==> src/rtl/rv32v_elem_sequencer.sv <==
// Two-lane vector element sequencer: walks element offsets for one vector
// instruction, two elements per beat, with stall back-pressure and flush abort.
module rv32v_elem_sequencer #(
   parameter int MAXELEM = 32,
   parameter int OFF_W   = 5
) (
   input  logic             CLK,
   input  logic             nRST,
   input  logic             start,
   input  logic [31:0]      vl,
   input  logic             stall,
   input  logic             flush,
   output logic             ready,
   output logic             busy,
   output logic [OFF_W-1:0] woffset0,
   output logic [OFF_W-1:0] woffset1,
   output logic             wen0,
   output logic             wen1,
   output logic             done
);

   typedef enum logic [1:0] {
      IDLE = 2'd0,
      RUN  = 2'd1,
      DONE = 2'd2
   } state_t;

   localparam logic [31:0]    MAXELEM_32 = 32'(MAXELEM);
   localparam logic [OFF_W:0] MAXELEM_CW = (OFF_W+1)'(MAXELEM);

   state_t           state, state_nxt;
   logic [OFF_W:0]   cnt, cnt_nxt;
   logic [OFF_W:0]   vlr, vlr_nxt;
   logic [OFF_W:0]   vl_clamped;
   // One extra bit so cnt+1 / cnt+2 never wrap before the compare with vlr.
   logic [OFF_W+1:0] cnt_p1, cnt_p2, vlr_ext;

   assign vl_clamped = (vl > MAXELEM_32) ? MAXELEM_CW : vl[OFF_W:0];
   assign cnt_p1     = {1'b0, cnt} + (OFF_W+2)'(1);
   assign cnt_p2     = {1'b0, cnt} + (OFF_W+2)'(2);
   assign vlr_ext    = {1'b0, vlr};

   // State, element counter and latched length registers.
   always_ff @(posedge CLK or negedge nRST) begin
      if (!nRST) begin
         state <= IDLE;
         cnt   <= '0;
         vlr   <= '0;
      end else begin
         // NOTE: sequential state uses non-blocking assignments so every
         // register samples pre-edge values regardless of statement order.
         state <= state_nxt;
         cnt   <= cnt_nxt;
         vlr   <= vlr_nxt;
      end
   end

   // Next-state logic and beat outputs; flush overrides stall and start.
   always_comb begin
      // NOTE: every output of this block gets a default first so no path
      // leaves a signal unassigned, which would otherwise infer a latch.
      state_nxt = state;
      cnt_nxt   = cnt;
      vlr_nxt   = vlr;
      ready     = 1'b0;
      done      = 1'b0;
      wen0      = 1'b0;
      wen1      = 1'b0;
      woffset0  = '0;
      woffset1  = '0;

      case (state)
         IDLE: begin
            ready = 1'b1;
            if (start && !flush) begin
               vlr_nxt   = vl_clamped;
               cnt_nxt   = '0;
               state_nxt = (vl_clamped != '0) ? RUN : DONE;
            end
         end
         RUN: begin
            woffset0 = cnt[OFF_W-1:0];
            woffset1 = cnt_p1[OFF_W-1:0];
            if (!flush && !stall) begin
               wen0    = (cnt < vlr);
               wen1    = (cnt_p1 < vlr_ext);
               cnt_nxt = cnt_p2[OFF_W:0];
               if (cnt_p2 >= vlr_ext) begin
                  state_nxt = DONE;
               end
            end
         end
         DONE: begin
            done      = 1'b1;
            state_nxt = IDLE;
         end
         default: begin
            state_nxt = IDLE;
         end
      endcase

      if (flush) begin
         state_nxt = IDLE;
      end
   end

   assign busy = !ready;

endmodule
==> config.mk <==
export PLATFORM = sky130hd
export DESIGN_NAME = rv32v_elem_sequencer
export DESIGN_NICKNAME = d
export VERILOG_FILES = /design/src/rtl/rv32v_elem_sequencer.sv
export SDC_FILE = /design/constraint.sdc
export NUM_CORES = 1
export LEC_CHECK = 0
export ABC_AREA = 1
export CAP_MARGIN = 0
export CORE_ASPECT_RATIO = 0.8
export CORE_MARGIN = 4
export CORE_UTILIZATION = 40
export DETAILED_ROUTE_END_ITERATION = 8
export HOLD_SLACK_MARGIN = 0.08
export PLACE_DENSITY_LB_ADDON = 0.1
export SLEW_MARGIN = 25
export SYNTH_ARGS = -nofsm -noshare
export SYNTH_HDL_FRONTEND = slang
export SYNTH_SLANG_ARGS = --single-unit
==> constraint.sdc <==
create_clock -name CLK -period 2.4 [get_ports CLK]
set_clock_uncertainty 0.1 [all_clocks]
set_input_delay 0.48 -clock CLK [delete_from_list [all_inputs] [get_ports CLK]]
set_output_delay 0.48 -clock CLK [all_outputs]
set_load 0.005 [all_outputs]
After elaboration in Yosys (flattened, before gate mapping)
Index checks and enable logic that the tools add are counted.
{"block": "op_classes", "addsub": 2, "magnitude_cmp": 4, "n_eq_ne": 7, "mux": 18, "n_reduce_logical": 11}
{"op": "$gt 32x6->1 const B", "n": 1}
{"op": "$mux 6", "n": 3}
{"op": "$pmux 6 s2", "n": 1}
{"op": "$mux 2", "n": 5}
{"op": "$mux 5", "n": 2}
{"op": "$ne 3x3->1 const B", "n": 3}
{"op": "$add 6x1->7 const B", "n": 1}
{"op": "$add 6x2->7 const B", "n": 1}
{"op": "$ge 7x6->1", "n": 1}
{"op": "$lt 7x6->1", "n": 1}
{"op": "$lt 6x6->1", "n": 1}
{"op": "$mux 1", "n": 6}
{"op": "$reduce_and 3->1", "n": 2}
{"op": "$reduce_bool 6->1", "n": 1}
{"op": "$ne 2x2->1 const B", "n": 2}
{"op": "$pmux 2 s2", "n": 1}
{"op": "$logic_not 1->1", "n": 3}
{"op": "$eq 2x1->1 const B", "n": 1}
{"op": "$eq 2x2->1 const B", "n": 1}
{"op": "$logic_and 1x1->1", "n": 2}
{"op": "$logic_not 2->1", "n": 1}
{"op": "$reduce_and 2->1", "n": 1}
{"op": "$reduce_bool 2->1", "n": 1}
{"block": "word_totals", "regBits": 14, "output_inout_bits": 15, "word_cells": 45}

Depth between registers and ports, before layout
Gate-level depths: netlist of run 1.
{"block": "logic_depth", "ltp_word": 7, "mapped_depth": 17, "depth_no_buf": 17}

Least setup slack after synthesis of run 1
No wires, ideal clock.
{"block": "synth_path", "path_type": "register to output", "startpoint": "register cnt[1]", "endpoint": "output wen0", "arrival_ns": 1.410, "setup_slack_ns": 0.410, "path_stages_with_launch": 9, "n_path_buf": 0, "path_cell_list": "dfrtp_1 inv_1 ha_1 nor2_1 o21ai_0 a21boi_0 o21ai_0 a21oi_1 nor3_1"}
{"block": "synth_via", "elab_chain_cells": 3}
{"item": "start, declared", "line_no": "32", "source": "logic [OFF_W:0] cnt, cnt_nxt;"}
{"item": "start signal, assigned", "line_no": "53", "source": "cnt <= cnt_nxt;"}
{"item": "$lt 6x6->1", "line_no": "85", "source": "wen0 = (cnt < vlr);"}
{"item": "$mux 1", "line_no": "84", "source": "if (!flush && !stall) begin"}
{"item": "$mux 1", "line_no": "72", "source": "case (state)"}
{"item": "end, declared", "line_no": "17", "source": "output logic wen0,"}
No other way between the ends.

Worst setup path after layout of run 1
{"block": "layout_path", "startpoint": "register vlr[1]", "endpoint": "output wen1"}
{"block": "layout_via", "elab_chain_cells": 3}
{"item": "start, declared", "line_no": "33", "source": "logic [OFF_W:0] vlr, vlr_nxt;"}
{"item": "start signal, assigned", "line_no": "54", "source": "vlr <= vlr_nxt;"}
{"item": "$lt 7x6->1", "line_no": "86", "source": "wen1 = (cnt_p1 < vlr_ext);"}
{"item": "$mux 1", "line_no": "84"}
{"item": "$mux 1", "line_no": "72"}
{"item": "end, declared", "line_no": "18", "source": "output logic wen1,"}
No other way between the ends.

==> summary.md, run 1 <==
| Metric | Value |
|---|---|
| First-pass GRT wire length | 5727 µm |
| Leak | 0.9193 nW |
| Most frequent cells in the layout | clkdlybuf4s50_1, nand2_1, nor2_1 |
| Vias in the first global route | 1287 |
| Setup crit end kind | output pin |
| CTS buffer count | 3 |
| Fin Hold WS | 389.8 ps |
| Max IR drop VDD | 748.7 µV |
| Crit path from | vlr[1] |
| Post-Syn Nets | 250 |
| Gp weighted congestion | 0.8269 |
| Setup TNS | 0 ps |
| Tcrit/Tclk final | 95.80% |
| Worst EP required | 1820 ps |
| Initial antenna violation count | 0 |
| Num Clock Sinks | 13 |
| Share of the synthesized area in the top cell type | 24.44% |
| Worst slew pin tran | 638.3 ps |
| Synth area leader | dfrtp_1 |
| Root Driver | clkbuf_8 |
| Pint | 0.7143 mW |
| Post-layout net count | 314 |
| DR DRC count | 0 |
| WS Path Type | flop to output pin |
| Routed Antenna Nets | 0 |
| Mapped Cells | 196 |
| Clock power frac | 17.2% |
| Area growth, synth to finish | 50.66% |
| Multi-input logic area | 872.1 µm² |
| Placed cell count | 292 |
| Starting Density | 42.53% |
| Most common cell after layout, fill and taps aside | clkdlybuf4s50_1 |
| Core area | 3131 µm² |
| Num rows | 18 |
| Slew Viols, Final | 0 |
| Drt wl/cell | 11.39 µm |
| Net switching power | 0.4790 mW |
| Sequential element share of the synthesized area | 24.44% |
| Utilization after layout | 64.07% |
| Crit path DAT | 1720 ps |
| Fmax | 434.9 MHz |
| Pwr dens | 595.0 nW/µm² |
| Gate power share | 58.4% |
| Post-route insts no fill | 299 |
| Gr usage total | 17.20% |
| DR vias/cell | 4.749 |
| Largest net degree at the start of global routing | 14 |
| Warnings, synthesis | 0 |
| Hpwl dp | 2919 µm |
| 1st-iter DRT viols | 63 |
| Max-Cap Viols | 0 |
| Remaining global-route overflow | 0 |
| CP Cell Sequence | inv_2 -> ha_1 -> o21a_1 -> o21ai_1 -> inv_1 -> o21ai_2 -> a21boi_1 -> nor3_1 -> buf_2 |
| CP Launch Type | flop |
| Inserted Diodes | 0 |
| Slowest stage delay, CP | 370 ps |
| Tmin final | 2299 ps |
| Pwr Total | 1.193 mW |
| Hold_sp | vlr[2] |
| # fillers | 297 |
| Sequential share of power | 24.4% |
| Clock Latency Late Sink | 250 ps |
| Final WL | 3405 µm |
| RSZ-0062 raised after global routing | yes |
| DR vias | 1420 |
| Fraction of layout cells with a size suffix above 1 | 16.60% |
| Clk buf depth | 2 |
| Storage cell area | 325.3 µm² |
| Headroom to the max-slew limit | 57.31% |
| Die area | 4321 µm² |
| Synthesized area | 1331 µm² |
| Net Sw Frac | 40.14% |
| Synthesized flop and latch total | 13 |
| Die height | 59.60 µm |
| CTS tree | done |
| FF-to-FF Start | cnt[2] |
| Mapped Avg Cell Area | 6.792 µm² |
| 1st-pass router iterations | 4 |
| Chip Width | 72.50 µm |
| IO Count | 52 |
| CP max stage cell | dfrtp_1 |
| Run status | complete, no violations |
| Critical Path Fanout Max | 4 |
| Hold Path Class | flop to flop |
| Worst-path clk slew | 60 ps |
| Post-synthesis cell type count | 29 |
| PortBufs | 50 |
| Largest cells by area after synthesis | dfrtp_1, ha_1, nand2_1, nor2_1, inv_1 |
| Final hold vios | 0 |
| H-tree Lvls | 1 |
| # setup viols final | 0 |
==> final timing paths <==
check / end / slack [ps] / cells past startpoint
min: vlr[2] / 390 / 2
min in group asynchronous: vlr[5] / 530 / 1
max reg2reg: state[0] / 240 / 16
max: wen1 / 100 / 9
max in group asynchronous: vlr[1] / 1260 / 1
min reg2reg: vlr[2] / 390 / 2
==> power by group through the flow <==
| stage | logic (mW) | registers (mW) | clock network (mW) |
|---|---|---|---|
| floorplan | 0.397 | 0.296 | 0 |
| global placement | 0.670 | 0.296 | 0 |
| detailed placement | 0.680 | 0.297 | 0 |
| CTS | 0.686 | 0.294 | 0.209 |
| global route | 0.803 | 0.296 | 0.226 |
| finish | 0.697 | 0.291 | 0.205 |
==> Yosys cell counts (all sizes together) <==
| cell type | instances |
|---|---|
| xor2 | 2 |
| nand3 | 10 |
| conb | 1 |
| a21oi | 4 |
| a21boi | 2 |
| nor2 | 48 |
| o21a | 1 |
| nand2 | 40 |
| nor4 | 1 |
| o22ai | 6 |
| nor3 | 3 |
| nand4 | 2 |
| buf | 2 |
| o21ai | 9 |
| inv | 30 |
| dfrtp | 13 |
| nand3b | 1 |
| clkbuf | 3 |
| ha | 17 |
| o31ai | 1 |
==> cell type report <==
class                           count  area share [%]
Timing Repair Buffer               64           29.69
Tap cell                           40           2.495
Sequential cell                    13           16.22
Clock buffer                        4           2.246
Multi-Input combinational cell    148           43.48
Inverter                           30           5.864
==> worst max-delay path: cells and delay by family (launching register included) <==
kind,cells,cell delay (ps)
compound gates,4,460
fa+ha+maj,1,230
buf+inv,3,280
flops,1,370
simple gates,1,140
==> sequential cells by signal (all words and copies together) (netlist names) <==
name and cells:
cnt 5, state 2, vlr 6
==> layer usage <==
metal  track usage, %  share of wire, %  wire [µm]
met5                0                 0          0
met4            4.474               1.0         34
met3            4.576               6.9        236
met2            26.72                45       1534
met1            23.76                47       1599
==> repair_timing <==
item | CTS | global route
setup buffers | 0 | 3
gates resized for setup | 12 | 4
pin swaps | 2 | 2
endpoints found under the setup margin | 2 | 3
hold buffers | 0 | 0
==> logic make-up after synthesis <==
kind of cell / Yosys count / share of synthesized area (%)
buffers and inverters: 35 / 10.81
XOR/XNOR: 2 / 1.316
adder cells (fa/ha/maj): 17 / 15.98
AO/OA/AOI/OAI: 23 / 9.963
AND/OR/NAND/NOR: 105 / 37.22
other: 1 / 0.2817
flip-flops: 13 / 24.44
==> stage by stage <==
stage,setup WS [ps],instance area (µm²)
after floorplan,410.0,1331
after global placement,-47.45,1938
after detailed placement,-111.2,1938
after CTS,0.1211,1973
after global routing,-42.31,2006
final,100.8,2006
(Power assumes the default switching activity.)
==> run 2: changes to the inputs <==
--- a/config.mk
+++ b/config.mk
@@ -13,7 +13,7 @@
 export DETAILED_ROUTE_END_ITERATION = 8
 export HOLD_SLACK_MARGIN = 0.08
 export PLACE_DENSITY_LB_ADDON = 0.1
-export SLEW_MARGIN = 25
+export SLEW_MARGIN = 20
 export SYNTH_ARGS = -nofsm -noshare
 export SYNTH_HDL_FRONTEND = slang
 export SYNTH_SLANG_ARGS = --single-unit
==> results of run 2 <==
Same layout as run 1: the final DEF is identical, and so are final timing and power.
